===== src/rtl/morse_decoder_basic.sv =====
// rtl/morse_decoder_basic.sv - Morse key decoder: times presses into dots/dashes and emits character codes
//
// Purpose: samples a Morse key, classifies each press as dot or dash on a
// tick timebase, closes a character after a key-released gap and emits a
// 6-bit character code. An 8-deep code history feeds the display path.
//
// Ports:
//   clk           system clock
//   rst           asynchronous active-low reset
//   en            decoder enable; low forces IDLE and drops any partial character
//   key           Morse key, 1 = pressed, asynchronous to clk
//   clr           synchronous clear of char_hist and overflow
//   char_valid    one-clk pulse when a character is emitted
//   char_code     0-25 = A-Z, 26-35 = 0-9, 63 = invalid
//   morse_pattern element bits of emitted character, bit i = element i, 1 = dash
//   morse_len     element count of emitted character
//   char_hist     last 8 codes, [5:0] newest, empty slots 63
//   overflow      sticky, set when a character exceeds 5 elements
module morse_decoder_basic #(
   parameter int TICK_DIV        = 100000,
   parameter int MIN_PRESS_TICKS = 20,
   parameter int DASH_TICKS      = 200,
   parameter int CHAR_GAP_TICKS  = 400
) (
   input  logic        clk,
   input  logic        rst,
   input  logic        en,
   input  logic        key,
   input  logic        clr,
   output logic        char_valid,
   output logic [5:0]  char_code,
   output logic [4:0]  morse_pattern,
   output logic [2:0]  morse_len,
   output logic [47:0] char_hist,
   output logic        overflow
);

   localparam int TW = (TICK_DIV > 1) ? $clog2(TICK_DIV) : 1;
   localparam logic [TW-1:0] TICK_LAST = TW'(TICK_DIV - 1);
   localparam logic [15:0]   MIN_P     = 16'(MIN_PRESS_TICKS);
   localparam logic [15:0]   DASH_P    = 16'(DASH_TICKS);
   localparam logic [15:0]   GAP_P     = 16'(CHAR_GAP_TICKS);

   typedef enum logic [1:0] {S_IDLE, S_PRESS, S_GAP, S_EMIT} state_t;

   state_t        state, state_nxt;
   logic          key_s1, key_s2;
   logic [TW-1:0] tick_cnt;
   logic          tick;
   logic [15:0]   press_cnt, gap_cnt;
   logic [4:0]    work_pat;
   logic [2:0]    work_len;
   logic          work_inv;
   logic          press_ok, is_dash, emit_now;
   logic [5:0]    code_nxt;

   // ITU lookup; element 0 sits in bit 0, dash = 1.
   function automatic logic [5:0] lookup(input logic [2:0] len, input logic [4:0] pat);
      case ({len, pat})
         {3'd2, 5'b00010}: lookup = 6'd0;   // A
         {3'd4, 5'b00001}: lookup = 6'd1;   // B
         {3'd4, 5'b00101}: lookup = 6'd2;   // C
         {3'd3, 5'b00001}: lookup = 6'd3;   // D
         {3'd1, 5'b00000}: lookup = 6'd4;   // E
         {3'd4, 5'b00100}: lookup = 6'd5;   // F
         {3'd3, 5'b00011}: lookup = 6'd6;   // G
         {3'd4, 5'b00000}: lookup = 6'd7;   // H
         {3'd2, 5'b00000}: lookup = 6'd8;   // I
         {3'd4, 5'b01110}: lookup = 6'd9;   // J
         {3'd3, 5'b00101}: lookup = 6'd10;  // K
         {3'd4, 5'b00010}: lookup = 6'd11;  // L
         {3'd2, 5'b00011}: lookup = 6'd12;  // M
         {3'd2, 5'b00001}: lookup = 6'd13;  // N
         {3'd3, 5'b00111}: lookup = 6'd14;  // O
         {3'd4, 5'b00110}: lookup = 6'd15;  // P
         {3'd4, 5'b01011}: lookup = 6'd16;  // Q
         {3'd3, 5'b00010}: lookup = 6'd17;  // R
         {3'd3, 5'b00000}: lookup = 6'd18;  // S
         {3'd1, 5'b00001}: lookup = 6'd19;  // T
         {3'd3, 5'b00100}: lookup = 6'd20;  // U
         {3'd4, 5'b01000}: lookup = 6'd21;  // V
         {3'd3, 5'b00110}: lookup = 6'd22;  // W
         {3'd4, 5'b01001}: lookup = 6'd23;  // X
         {3'd4, 5'b01101}: lookup = 6'd24;  // Y
         {3'd4, 5'b00011}: lookup = 6'd25;  // Z
         {3'd5, 5'b11111}: lookup = 6'd26;  // 0
         {3'd5, 5'b11110}: lookup = 6'd27;  // 1
         {3'd5, 5'b11100}: lookup = 6'd28;  // 2
         {3'd5, 5'b11000}: lookup = 6'd29;  // 3
         {3'd5, 5'b10000}: lookup = 6'd30;  // 4
         {3'd5, 5'b00000}: lookup = 6'd31;  // 5
         {3'd5, 5'b00001}: lookup = 6'd32;  // 6
         {3'd5, 5'b00011}: lookup = 6'd33;  // 7
         {3'd5, 5'b00111}: lookup = 6'd34;  // 8
         {3'd5, 5'b01111}: lookup = 6'd35;  // 9
         default:          lookup = 6'd63;
      endcase
   endfunction

   assign tick     = en && (tick_cnt == TICK_LAST);
   assign press_ok = (press_cnt >= MIN_P);
   assign is_dash  = (press_cnt >= DASH_P);
   // Outputs are loaded on the edge entering EMIT so they are already
   // valid while char_valid is high.
   assign emit_now = en && (state == S_GAP) && !key_s2 && (gap_cnt == GAP_P);
   assign code_nxt = work_inv ? 6'd63 : lookup(work_len, work_pat);

   always_ff @(posedge clk or negedge rst) begin
      if (!rst) begin
         key_s1   <= 1'b0;
         key_s2   <= 1'b0;
         tick_cnt <= '0;
      end else begin
         key_s1   <= key;
         key_s2   <= key_s1;
         tick_cnt <= (!en || tick) ? '0 : tick_cnt + 1'b1;
      end
   end

   // FSM: state register
   always_ff @(posedge clk or negedge rst) begin
      if (!rst) state <= S_IDLE;
      else      state <= state_nxt;
   end

   // FSM: next state
   always_comb begin
      state_nxt = state;
      case (state)
         S_IDLE:  if (key_s2) state_nxt = S_PRESS;
         S_PRESS: if (!key_s2) state_nxt = (press_ok || work_len != 3'd0) ? S_GAP : S_IDLE;
         S_GAP:   if (key_s2) state_nxt = S_PRESS;
                  else if (gap_cnt == GAP_P) state_nxt = S_EMIT;
         S_EMIT:  state_nxt = S_IDLE;
         default: state_nxt = S_IDLE;
      endcase
      if (!en) state_nxt = S_IDLE;
   end

   // FSM: outputs
   always_comb begin
      char_valid = en && (state == S_EMIT);
   end

   // Datapath: counters, working character, emitted outputs, history
   always_ff @(posedge clk or negedge rst) begin
      if (!rst) begin
         press_cnt     <= '0;
         gap_cnt       <= '0;
         work_pat      <= '0;
         work_len      <= '0;
         work_inv      <= 1'b0;
         char_code     <= 6'd63;
         morse_pattern <= '0;
         morse_len     <= '0;
         char_hist     <= {48{1'b1}};
         overflow      <= 1'b0;
      end else begin
         if (!en || state == S_IDLE || state == S_EMIT) begin
            press_cnt <= '0;
            gap_cnt   <= '0;
            work_pat  <= '0;
            work_len  <= '0;
            work_inv  <= 1'b0;
         end else if (state == S_PRESS) begin
            if (key_s2) begin
               if (tick && press_cnt != 16'hFFFF) press_cnt <= press_cnt + 16'd1;
            end else begin
               gap_cnt <= '0;
               if (press_ok) begin
                  if (work_len == 3'd5) begin
                     overflow <= 1'b1;
                     work_inv <= 1'b1;
                  end else begin
                     work_pat <= work_pat | (5'(is_dash) << work_len);
                     work_len <= work_len + 3'd1;
                  end
               end
            end
         end else if (state == S_GAP) begin
            if (key_s2) begin
               press_cnt <= '0;
               gap_cnt   <= '0;
            end else if (tick && gap_cnt != GAP_P && gap_cnt != 16'hFFFF) begin
               gap_cnt <= gap_cnt + 16'd1;
            end
         end
         if (emit_now) begin
            char_code     <= code_nxt;
            morse_pattern <= work_pat;
            morse_len     <= work_len;
            char_hist     <= {char_hist[41:0], code_nxt};
         end
         // clr overrides a coincident history shift or overflow set.
         if (clr) begin
            char_hist <= {48{1'b1}};
            overflow  <= 1'b0;
         end
      end
   end

endmodule


===== config.mk =====
export PLATFORM = sky130hd
export DESIGN_NAME = morse_decoder_basic
export DESIGN_NICKNAME = d
export VERILOG_FILES = /design/src/rtl/morse_decoder_basic.sv
export SDC_FILE = /design/constraint.sdc
export NUM_CORES = 1
export LEC_CHECK = 0
export BUFFER_PORTS_ARGS = -buffer_cell sky130_fd_sc_hd__buf_4
export CAP_MARGIN = 40
export CORE_AREA = 2 2 93 139
export DETAILED_ROUTE_END_ITERATION = 10
export DIE_AREA = 0 0 95 141
export PLACE_DENSITY_LB_ADDON = 0.25
export SYNTH_ARGS = -nofsm -noshare
export SYNTH_HDL_FRONTEND = slang
export SYNTH_SLANG_ARGS = --single-unit

===== constraint.sdc =====
create_clock -name clk -period 2.4 [get_ports clk]
set_clock_uncertainty 0.1 [all_clocks]
set_input_delay 0.12 -clock clk [delete_from_list [all_inputs] [get_ports clk]]
set_output_delay 0.12 -clock clk [all_outputs]
set_load 0.005 [all_outputs]

==> run summary <==
dominant synthesized flop cell: dfrtp_1
residual DRC count: 0
Routed Antenna Nets: 0
I/O Pins: 69
hpwl dp: 11.4 mm
TNS Setup: 0 ns
PwrDens: 590 mW/mm²
largest net degree at the start of global routing: 126
crit path launch type: flop
P_int: 3.68 mW
Core Box Area: 0.0123 mm²
vias in the first global route: 5534
mapped cell area: 0.00658 mm²
hold path cells: 2
Chip Width: 95 µm
max frequency: 436 MHz
sequential share of power: 44.4%
Iteration-0 DRC Markers: 306
H-tree depth: 4
vias per cell: 5.74
EDFF count, synth: 0
LEAKAGE: 3.60 nW
Syn Nets: 728
CTS Buf Count: 17
Critical Path RT: 2.63 ns
row count: 50
Final nets: 819
CTS tree: yes
Syn Inst Count: 715
Clk network pwr share: 53.2%
Worst R2R Path Depth: 6
Final Slew Violations: 0
Setup-failing EPs final: 0
initial core utilization: 53.4%
clk slew on worst S/H paths: 0.06 ns
clk sinks: 125
Combinational Power Share: 2.4%
CP max FO: 15
Mapped Avg Cell Area: 9.21 µm²
peak supply drop: 0.498 mV
Max-Cap Viols: 0
Die H: 141 µm
switching share of power: 23.2%
routed via count: 5597
Yosys reg bits: 125
fraction of registers with async set/reset: 100%
Arrival @ worst endpoint: 2.52 ns
Area Overhead vs Synth: 23.4%
Final GP Congestion: 0.908
switching pwr: 1.11 mW
aggregate routed wire length: 16.4 mm
per-cell routed wire length: 16.8 µm
Hold Vio Cnt, Final: 0
Slew headroom: 48.7%
CP Capture Type: flop
PortBufs: 68
Least-Margin Pin Slew: 0.762 ns
ANT cells: 0
grt total ovfl: 0
post-place setup slack: -0.00340 ns
hold crit path type: in2reg
synth warn: 0
CTS Buffer Depth: 2
Worst-Skew Late Latency: 0.41 ns
RSZ-0062 raised after global routing: true
root buf cell: clkbuf_16
first-pass GRT wire length: 27.0 mm
Yosys cell types: 70
GRT Total Usage: 25.6%
fin crit share: 95.5%
Power, Total: 4.79 mW
min cycle time layout: 2.29 ns
Die ar.: 0.0134 mm²
status: complete, no violations
ratio of cells with drive above 1 in the final layout: 28.2%
worst setup path category: reg2reg
fin worst setup slack: 0.108 ns
initial antenna violation count: 0
DRT Pass-1 Iters: 5
sequential share of the synthesized area: 48.5%
[kinds of logic (layout without fill, tap and decap cells)]
group	Yosys count	count (layout)	share of synthesized area, %
AND/OR/NAND/NOR	397	397	31.6
flip-flops	125	125	48.5
AO/OA/AOI/OAI	95	95	9.85
buffers and inverters	52	156	3.29
XOR/XNOR	33	33	4.39
adder cells (fa/ha/maj)	8	8	1.52
multiplexers	5	5	0.836
[power by group through the flow]
stage / clock (mW) / sequential, mW / combinational [mW]
2_1_floorplan: 0 / 2.16 / 0.0489
3_3_place_gp: 0 / 2.16 / 0.114
3_5_place_dp: 0 / 2.16 / 0.116
4_1_cts: 2.60 / 2.13 / 0.120
5_1_grt: 2.68 / 2.13 / 0.133
6_report: 2.55 / 2.13 / 0.117
[stage by stage]
stage                     std cells  hold slack, ns  area (µm²)  util (%)
after global placement          938           0.132        7450      60.4
after global routing            975          0.0667        8120      65.9
final                           975          0.0465        8120      65.9
after detailed placement        938           0.131        7450      60.4
after floorplan                 715          -0.276        6580         -
after CTS                       973          0.0423        8080      65.5
[placed cells by master (no fill, tap or decap), drive strengths merged, types with 3 or more instances in the layout]
cell type / Yosys / routed
mux2: 4 / 4
dfrtp: 71 / 71
o2111ai: 4 / 4
nor3b: 3 / 3
o22ai: 3 / 3
nor4: 10 / 10
and4: 7 / 7
o31ai: 6 / 6
inv: 12 / 22
or3: 6 / 6
nor2: 73 / 73
nand2b: 12 / 12
nand3: 27 / 27
nand3b: 45 / 45
clkinv: 1 / 3
a31oi: 10 / 10
nand4: 14 / 14
o21ai: 26 / 26
nand2: 136 / 136
dlygate4sd3: 0 / 3
o211ai: 8 / 8
xnor2: 10 / 10
nor2b: 6 / 6
dfstp: 54 / 54
and3b: 3 / 3
a21oi: 19 / 19
ha: 8 / 8
clkbuf: 23 / 18
xor2: 23 / 23
buf: 16 / 108
and3: 15 / 15
and2: 5 / 5
or4: 3 / 3
nor3: 19 / 19
nor4b: 4 / 4
a211oi: 4 / 4
[what timing repair did]
item                                    4_1_cts  5_1_grt
setup buffers                                 0        2
resized for setup                             1       10
endpoints found under the hold margin        79        0
pin swaps                                     0        3
endpoints found under the setup margin        2       19
cloned                                        0        0
hold buffers                                  3        0
[cells in the mapped netlist (15+ instances only)]
cell	instances	area [µm²]
dfstp_2	54	1420
o21ai_0	23	115
a21oi_1	19	95.1
nand3_1	27	135
clkbuf_1	23	86.3
xor2_1	23	201
and3_1	15	93.8
dfrtp_1	71	1780
nand2_1	135	507
nor2_1	72	270
nor3_1	18	90.1
nand3b_1	45	338
[worst max-delay path, cell delays in order (launching register included)]
cell,delay [ns]
dfrtp_1,0.57
nand2b_1,0.27
o22ai_1,0.16
a221o_1,0.41
and4bb_1,0.35
nand2_2,0.14
a31oi_1,0.21
[layout make-up]
type	instances	area (µm²)
flip-flops and latches	125	3200
fillers	975	4200
well taps	156	195
inverters	13	48.8
multi-input cells	538	3200
clock buffers	18	450
repair buffers	111	878
clock inverters	14	143
[flip-flops by register name, indices dropped and copies added (netlist names), 3 cells and up]
register       count
gap_cnt           16
work_pat           5
morse_len          3
press_cnt         16
char_code          6
char_hist         48
morse_pattern      5
work_len           3
tick_cnt          17
[layer usage]
layer | up-vias | part of all wire, % | GRT usage [%]
met1 | 2740 | 40 | 30.0
met5 | - | 0 | 0
met4 | 0 | 2.5 | 9.00
met2 | 143 | 54 | 45.4
met3 | 37 | 4.0 | 5.67
li1 | 2677 | - | -
[final timing paths]
path / startpoint / end / slack [ns]
min reg2reg: key_s1 / key_s2 / 0.25
min: clr / overflow / 0.05
max reg2reg: work_pat[0] / char_hist[0] / 0.11
max in group asynchronous: rst / work_pat[2] / 1.37
max: work_pat[0] / char_hist[0] / 0.11
min in group asynchronous: rst / morse_pattern[2] / 0.18
Power figures use the tool's default switching activity.
